## src/rtl/hour_alarm_if.sv

```systemverilog
// Control and display bundle between the hour controller and its host.
// slave = controller side, master = host/driver side.
interface hour_alarm_if;
  logic       mode_12h;
  logic       alarm_en;
  logic [4:0] alarm_hour;
  logic       alarm_ack;
  logic       snooze_req;
  logic [7:0] seg_data_h1;
  logic [7:0] seg_data_h10;
  logic       pm;
  logic       day_tick;
  logic       alarm;
  logic       snoozing;
  logic       missed;

  modport slave (
    input  mode_12h, alarm_en, alarm_hour, alarm_ack, snooze_req,
    output seg_data_h1, seg_data_h10, pm, day_tick, alarm, snoozing, missed
  );

  modport master (
    output mode_12h, alarm_en, alarm_hour, alarm_ack, snooze_req,
    input  seg_data_h1, seg_data_h10, pm, day_tick, alarm, snoozing, missed
  );
endinterface

```

## src/rtl/hour_alarm_ctrl.sv

```systemverilog
// Hour counter (0..23) with 24h/12h seven-segment decode and an hour-granular
// alarm scheduler (ring, snooze, timeout). One clk_h_1 edge per hour.
module hour_alarm_ctrl #(
  parameter int RING_HOURS   = 1,
  parameter int SNOOZE_HOURS = 1,
  parameter int MAX_SNOOZE   = 3
) (
  input  logic         clk_h_1,
  input  logic         rst,
  hour_alarm_if.slave  bus
);
  localparam logic [3:0] RING_LAST   = 4'(RING_HOURS - 1);
  localparam logic [3:0] SNOOZE_INIT = 4'(SNOOZE_HOURS);
  localparam logic [2:0] SNOOZE_MAX  = 3'(MAX_SNOOZE);

  typedef enum logic [1:0] {IDLE, RING, SNOOZE} state_t;

  state_t     state_q, state_d;
  logic [4:0] hour_q, hour_d;
  logic [3:0] ring_cnt_q, ring_cnt_d;
  logic [3:0] timer_q, timer_d;
  logic [2:0] snooze_cnt_q, snooze_cnt_d;
  logic       day_tick_q, day_tick_d;
  logic       missed_q, missed_d;
  logic       match;

  always_ff @(posedge clk_h_1 or posedge rst) begin
    if (rst) begin
      state_q      <= IDLE;
      hour_q       <= '0;
      ring_cnt_q   <= '0;
      timer_q      <= '0;
      snooze_cnt_q <= '0;
      day_tick_q   <= 1'b0;
      missed_q     <= 1'b0;
    end else begin
      state_q      <= state_d;
      hour_q       <= hour_d;
      ring_cnt_q   <= ring_cnt_d;
      timer_q      <= timer_d;
      snooze_cnt_q <= snooze_cnt_d;
      day_tick_q   <= day_tick_d;
      missed_q     <= missed_d;
    end
  end

  // Match compares against the hour being entered, so the alarm rises with it.
  always_comb begin
    hour_d       = (hour_q == 5'd23) ? 5'd0 : hour_q + 5'd1;
    day_tick_d   = (hour_q == 5'd23);
    match        = bus.alarm_en && (state_q == IDLE) && (hour_d == bus.alarm_hour);
    state_d      = state_q;
    ring_cnt_d   = ring_cnt_q;
    timer_d      = timer_q;
    snooze_cnt_d = snooze_cnt_q;
    missed_d     = missed_q;

    if (bus.alarm_ack && (state_q == IDLE))
      missed_d = 1'b0;

    case (state_q)
      IDLE: begin
        if (match) begin
          state_d      = RING;
          ring_cnt_d   = '0;
          snooze_cnt_d = '0;
        end
      end
      RING: begin
        if (!bus.alarm_en || bus.alarm_ack) begin
          state_d = IDLE;
        end else if (bus.snooze_req && (snooze_cnt_q < SNOOZE_MAX)) begin
          state_d      = SNOOZE;
          timer_d      = SNOOZE_INIT;
          snooze_cnt_d = snooze_cnt_q + 3'd1;
        end else if (ring_cnt_q >= RING_LAST) begin
          state_d  = IDLE;
          missed_d = 1'b1;
        end else begin
          ring_cnt_d = ring_cnt_q + 4'd1;
        end
      end
      SNOOZE: begin
        if (!bus.alarm_en || bus.alarm_ack) begin
          state_d = IDLE;
        end else if (timer_q <= 4'd1) begin
          state_d    = RING;
          ring_cnt_d = '0;
        end else begin
          timer_d = timer_q - 4'd1;
        end
      end
      default: state_d = IDLE;
    endcase
  end

  function automatic logic [7:0] seg7(input logic [3:0] digit);
    case (digit)
      4'd0:    seg7 = 8'h3F;
      4'd1:    seg7 = 8'h06;
      4'd2:    seg7 = 8'h5B;
      4'd3:    seg7 = 8'h4F;
      4'd4:    seg7 = 8'h66;
      4'd5:    seg7 = 8'h6D;
      4'd6:    seg7 = 8'h7D;
      4'd7:    seg7 = 8'h27;
      4'd8:    seg7 = 8'h7F;
      4'd9:    seg7 = 8'h6F;
      default: seg7 = 8'h00;
    endcase
  endfunction

  logic [4:0] h12;
  logic [4:0] ones_full;
  logic [3:0] tens;
  logic       tens_blank;

  // 12h shows hour 0/12 as "12" and blanks the tens digit for 1..9.
  always_comb begin
    h12        = (hour_q >= 5'd12) ? hour_q - 5'd12 : hour_q;
    tens       = 4'd0;
    ones_full  = hour_q;
    tens_blank = 1'b0;
    if (bus.mode_12h) begin
      if (h12 == 5'd0) begin
        tens      = 4'd1;
        ones_full = 5'd2;
      end else if (h12 < 5'd10) begin
        tens_blank = 1'b1;
        ones_full  = h12;
      end else begin
        tens      = 4'd1;
        ones_full = h12 - 5'd10;
      end
    end else if (hour_q >= 5'd20) begin
      tens      = 4'd2;
      ones_full = hour_q - 5'd20;
    end else if (hour_q >= 5'd10) begin
      tens      = 4'd1;
      ones_full = hour_q - 5'd10;
    end
  end

  assign bus.seg_data_h1  = seg7(ones_full[3:0]);
  assign bus.seg_data_h10 = tens_blank ? 8'h00 : seg7(tens);
  assign bus.pm           = bus.mode_12h && (hour_q >= 5'd12);
  assign bus.day_tick     = day_tick_q;
  assign bus.alarm        = (state_q == RING);
  assign bus.snoozing     = (state_q == SNOOZE);
  assign bus.missed       = missed_q;
endmodule

```

## src/flat_wrapper.sv

```systemverilog
// flat-port wrapper written by rule: the top's interface ports become plain ports
module hour_alarm_ctrl_flat 
#(
  parameter int RING_HOURS   = 1,
  parameter int SNOOZE_HOURS = 1,
  parameter int MAX_SNOOZE   = 3
)
  (clk_h_1, rst, bus_mode_12h, bus_alarm_en, bus_alarm_hour, bus_alarm_ack, bus_snooze_req, bus_seg_data_h1, bus_seg_data_h10, bus_pm, bus_day_tick, bus_alarm, bus_snoozing, bus_missed);
  hour_alarm_if bus_i ();
  input  logic clk_h_1;
  input  logic rst;
  input wire logic [$bits(bus_i.mode_12h)-1:0] bus_mode_12h;
  input wire logic [$bits(bus_i.alarm_en)-1:0] bus_alarm_en;
  input wire logic [$bits(bus_i.alarm_hour)-1:0] bus_alarm_hour;
  input wire logic [$bits(bus_i.alarm_ack)-1:0] bus_alarm_ack;
  input wire logic [$bits(bus_i.snooze_req)-1:0] bus_snooze_req;
  output wire logic [$bits(bus_i.seg_data_h1)-1:0] bus_seg_data_h1;
  output wire logic [$bits(bus_i.seg_data_h10)-1:0] bus_seg_data_h10;
  output wire logic [$bits(bus_i.pm)-1:0] bus_pm;
  output wire logic [$bits(bus_i.day_tick)-1:0] bus_day_tick;
  output wire logic [$bits(bus_i.alarm)-1:0] bus_alarm;
  output wire logic [$bits(bus_i.snoozing)-1:0] bus_snoozing;
  output wire logic [$bits(bus_i.missed)-1:0] bus_missed;
  assign bus_i.mode_12h = bus_mode_12h;
  assign bus_i.alarm_en = bus_alarm_en;
  assign bus_i.alarm_hour = bus_alarm_hour;
  assign bus_i.alarm_ack = bus_alarm_ack;
  assign bus_i.snooze_req = bus_snooze_req;
  assign bus_seg_data_h1 = bus_i.seg_data_h1;
  assign bus_seg_data_h10 = bus_i.seg_data_h10;
  assign bus_pm = bus_i.pm;
  assign bus_day_tick = bus_i.day_tick;
  assign bus_alarm = bus_i.alarm;
  assign bus_snoozing = bus_i.snoozing;
  assign bus_missed = bus_i.missed;
  hour_alarm_ctrl #(.RING_HOURS(RING_HOURS), .SNOOZE_HOURS(SNOOZE_HOURS), .MAX_SNOOZE(MAX_SNOOZE)) u_core (.clk_h_1(clk_h_1), .rst(rst), .bus(bus_i));
endmodule
```

## config.mk

```make
export PLATFORM = sky130hd
export DESIGN_NAME = hour_alarm_ctrl_flat
export DESIGN_NICKNAME = d
export VERILOG_FILES = /design/src/rtl/hour_alarm_if.sv /design/src/rtl/hour_alarm_ctrl.sv /design/src/flat_wrapper.sv
export SDC_FILE = /design/constraint.sdc
export NUM_CORES = 1
export LEC_CHECK = 0
export CAP_MARGIN = 20
export CORE_MARGIN = 2
export CORE_UTILIZATION = 30
export CTS_BUF_LIST = sky130_fd_sc_hd__clkbuf_8
export DETAILED_ROUTE_END_ITERATION = 8
export PLACE_DENSITY_LB_ADDON = 0.15
export SYNTH_ARGS = -nofsm -noshare
export SYNTH_HDL_FRONTEND = slang
export SYNTH_SLANG_ARGS = --single-unit
```

## constraint.sdc

```tcl
create_clock -name clk_h_1 -period 4.8 [get_ports clk_h_1]
set_input_delay 0.96 -clock clk_h_1 [delete_from_list [all_inputs] [get_ports clk_h_1]]
set_output_delay 0.96 -clock clk_h_1 [all_outputs]
set_load 0.03 [all_outputs]
```

==> out/results.md <==
| Metric | This run |
| --- | --- |
| Highest ir drop seen on vdd | 0.128 mV |
| Endpoint kind of the worst setup timing path | output pin |
| CTS root buf | sky130_fd_sc_hd__clkbuf_8 |
| Average detailed-routed wire length per instance | 12.1 um |
| Via count of the first global-routing pass | 1202 |
| Length of routed met3 wiring | 91 um |
| Max_slew headroom | 58.9% |
| First-pass GRT wire length | 5590 um |
| Most common cell after layout, fill and taps aside | sky130_fd_sc_hd__clkdlybuf4s50_1 |
| Number of DRC markers after the initial detailed-route iteration | 84 |
| Highest routed metal layer | met4 |
| Number of nets with antenna violations after detailed routing | 0 |
| Maximum level of the CTS H-tree | 1 |
| Clock tree from TritonCTS | yes |
| Worst Clk Skew | 0.00126 ns |
| Number of storage elements in the synthesis netlist | 16 |
| Global-route usage over all layers | 12.4% |
| X dimension of the die | 75.3 um |
| Initial antenna violation count | 0 |
| RSZ-0062 raised after global routing | no |
| Post-DR vias/cell | 4.84 |
| DIE HEIGHT | 75.3 um |
| CTS Buf Count | 3 |
| 1st-pass router iterations | 4 |
| Vias after detailed routing | 1350 |
| Sum of overflow across all layers after global routing | 0 |
| Antenna Cells | 0 |
| Power density over the cells | 168 nW/um^2 |
| Setup Fix Bufs, Post-CTS | 0 |
| Synthesized area per cell | 8.39 sq um |
| Post-Synthesis Cells | 182 |
| Final Hold Violating Endpoints | 0 |
| Core Rows | 25 |
| Kind of critical path | reg -> out |
| Commonest cells after routing, fill and taps aside | sky130_fd_sc_hd__clkdlybuf4s50_1 (26), sky130_fd_sc_hd__inv_1 (18), sky130_fd_sc_hd__nor2_1 (17), sky130_fd_sc_hd__ha_1 (17), sky130_fd_sc_hd__dfrtp_1 (16) |
| Upper clock frequency limit | 220 MHz |
| Leakage | 0.926 nW |
| Post-layout minimum cycle time | 4.55 ns |
| Hold slack final | 0.499 ns |
| Worst Max-Slew Pin Slew | 0.615 ns |
| Final worst path period share | 94.9% |
| Data required time at the worst endpoint | 3.84 ns |
| Number of max-slew violations in the final report | 0 |
| Worst min-delay path class | reg -> reg |
| Total Die Area | 5670 sq um |
| Initial cell density of the core | 31.7% |
| Max-cap violations | 0 |
| Aggregate negative setup slack | 0 ns |
| Dpl hpwl | 2700 um |
| Arr. time, crit path | 3.59 ns |
| Total wirelength of the detailed-routed design | 3370 um |
| Startpoint kind of the worst setup timing path | register |
| WL met2 | 1520 um |
| Post-route DRC | 0 |
| Maximum clock path buffer count | 2 |
| Part of the Yosys area used for sequential elements | 26.2% |
| Number of unique standard cell types used by synthesis | 50 |
| Post-Synthesis Cell Area | 1530 sq um |
| Status | finished, final reports clean |
| Endpoints failing setup | 0 |
| Number of input and output port buffers inserted | 29 |
| Area of the core | 4820 sq um |
| GPL Wtd Cong | 0.809 |
| CTS clock-pin slew for the worst setup and hold paths | 0.06 ns |
| Worst skew pair latency | 0.25 ns |
| Ports placed on the boundary | 32 |
| Maximum number of pins on one net before global-route repair | 20 |
| Fraction of layout cells with a size suffix above 1 | 9.91% |
| Peak fanout along the critical path | 6 |
| Area added between synthesis and finish | 27.5% |
| Metal1 wirelength | 1720 um |
| Warnings from Yosys | 0 |
| Net total in the final layout | 241 |
| Clock sink count | 16 |
==> metal layers <==
metal	vias to the layer above	global-route usage (%)
met5	-	0
met4	0	3.12
met3	5	1.19
met2	26	19.7
met1	623	18.1
li1	696	-
==> per-stage QoR <==
stage          worst slack, ns  power [W]  util, %  cells  area (sq um)
5_1_grt                0.00731   0.000343     40.4    279          1950
6_report                 0.246   0.000328     40.4    279          1950
2_1_floorplan            0.327   0.000187        -    183          1530
3_3_place_gp             0.371   0.000213     39.1    275          1880
3_5_place_dp             0.354   0.000212     39.1    275          1880
4_1_cts                 0.0803   0.000332     40.3    279          1940
==> sequential cells by signal, summed over array words and instances (netlist names) <==
signal	count
u_core.bus.day_tick	1
u_core.bus.missed	1
u_core.hour_q	5
u_core.snooze_cnt_q	3
u_core.state_q	2
u_core.timer_q	4
==> worst max-delay path: stages, from the launching register on <==
cell and delay, ns:
sky130_fd_sc_hd__dfrtp_1 0.38, sky130_fd_sc_hd__ha_1 0.24, sky130_fd_sc_hd__nor3b_4 0.18, sky130_fd_sc_hd__nor3_1 0.18, sky130_fd_sc_hd__o21ai_0 0.14, sky130_fd_sc_hd__ha_1 0.26, sky130_fd_sc_hd__o31a_1 0.35, sky130_fd_sc_hd__and3_4 0.22
sky130_fd_sc_hd__o22ai_4 0.21, sky130_fd_sc_hd__inv_1 0.09, sky130_fd_sc_hd__ha_1 0.28, sky130_fd_sc_hd__nor2_1 0.05, sky130_fd_sc_hd__nor2_1 0.08, sky130_fd_sc_hd__clkdlybuf4s50_1 0.68
==> final cells by class <==
cell class                 count  area [sq um]
clock buffer                   4          55.1
multi-input combinational    139          1000
tap                           67          83.8
sequential                    16           400
timing repair buffer          34           335
fill                         514          2870
inverter                      19          71.3
==> cell usage after synthesis, drive strengths merged <==
library cell | count | area share [%]
nor3b | 3 | 2.2
inv | 19 | 4.7
xor2 | 4 | 2.3
buf | 8 | 3.5
o31a | 3 | 1.7
mux2i | 1 | 0.66
conb | 1 | 0.25
nand2 | 14 | 3.4
a2bb2oi | 2 | 1.1
dfrtp | 16 | 26
a31oi | 3 | 1.2
nor4 | 3 | 1.6
ha | 17 | 14
or3 | 2 | 0.82
nand3 | 4 | 1.3
clkbuf | 1 | 0.25
o22ai | 3 | 2.1
and2 | 1 | 0.41
xnor2 | 4 | 2.3
mux2 | 3 | 2.5
a211oi | 3 | 2.3
nand4b | 1 | 0.57
nor3 | 3 | 0.98
nor2b | 3 | 1.2
o21bai | 1 | 0.49
and3 | 3 | 1.6
nor2 | 17 | 4.2
nand3b | 2 | 0.98
o21a | 4 | 2.0
o21ai | 12 | 4.2
o32ai | 1 | 0.57
o211ai | 2 | 0.98
nor4b | 1 | 0.57
o311ai | 1 | 0.57
nor4bb | 1 | 0.66
o31ai | 1 | 0.49
a21oi | 11 | 3.6
o311a | 1 | 0.66
or2 | 2 | 0.82
==> path summary, 6_finish.rpt <==
kind                       slack [ns]  cells after the start                     startpoint                            endpoint
setup / recovery                 0.25                     13     u_core.hour_q[2]$_DFF_PP0_                  bus_seg_data_h1[1]
hold / removal                   0.50                      1  u_core.state_q[0]$_DFFE_PP0P_       u_core.state_q[0]$_DFFE_PP0P_
setup reg to reg                 2.21                     10     u_core.hour_q[3]$_DFF_PP0_  u_core.snooze_cnt_q[0]$_DFFE_PP0P_
hold reg to reg                  0.50                      1  u_core.state_q[0]$_DFFE_PP0P_       u_core.state_q[0]$_DFFE_PP0P_
max in group asynchronous        3.32                      2                            rst  u_core.snooze_cnt_q[1]$_DFFE_PP0P_
min in group asynchronous        1.08                      2                            rst       u_core.bus.day_tick$_DFF_PP0_
==> cell families (layout without fill, tap and decap cells) <==
group | count (synthesis) | after routing | share of synthesized area, %
adder cells (fa/ha/maj) | 17 | 17 | 13.9
flip-flops | 16 | 16 | 26.2
multiplexers | 4 | 4 | 3.11
AO/OA/AOI/OAI | 48 | 48 | 22.0
AND/OR/NAND/NOR | 60 | 60 | 21.4
buffers and inverters | 28 | 57 | 8.44
XOR/XNOR | 8 | 8 | 4.59
other | 1 | 2 | 0.246
==> report_power, final <==
| part | switching (W) | leakage, nW | total (W) | internal (W) |
|---|---|---|---|---|
| combinational | 0.0000381 | 0.683 | 0.0000690 | 0.0000309 |
| clock | 0.0000462 | 0.0288 | 0.000119 | 0.0000727 |
| sequential | 0.00000237 | 0.214 | 0.000140 | 0.000138 |
| total | 0.0000867 | 0.926 | 0.000328 | 0.000241 |
==> what timing repair did <==
item | CTS | global route
endpoints found under the setup margin | 0 | 6
hold buffers | 0 | 0
endpoints found under the hold margin | 0 | 0
resized for setup | 0 | 4
(Power assumes the default switching activity.)
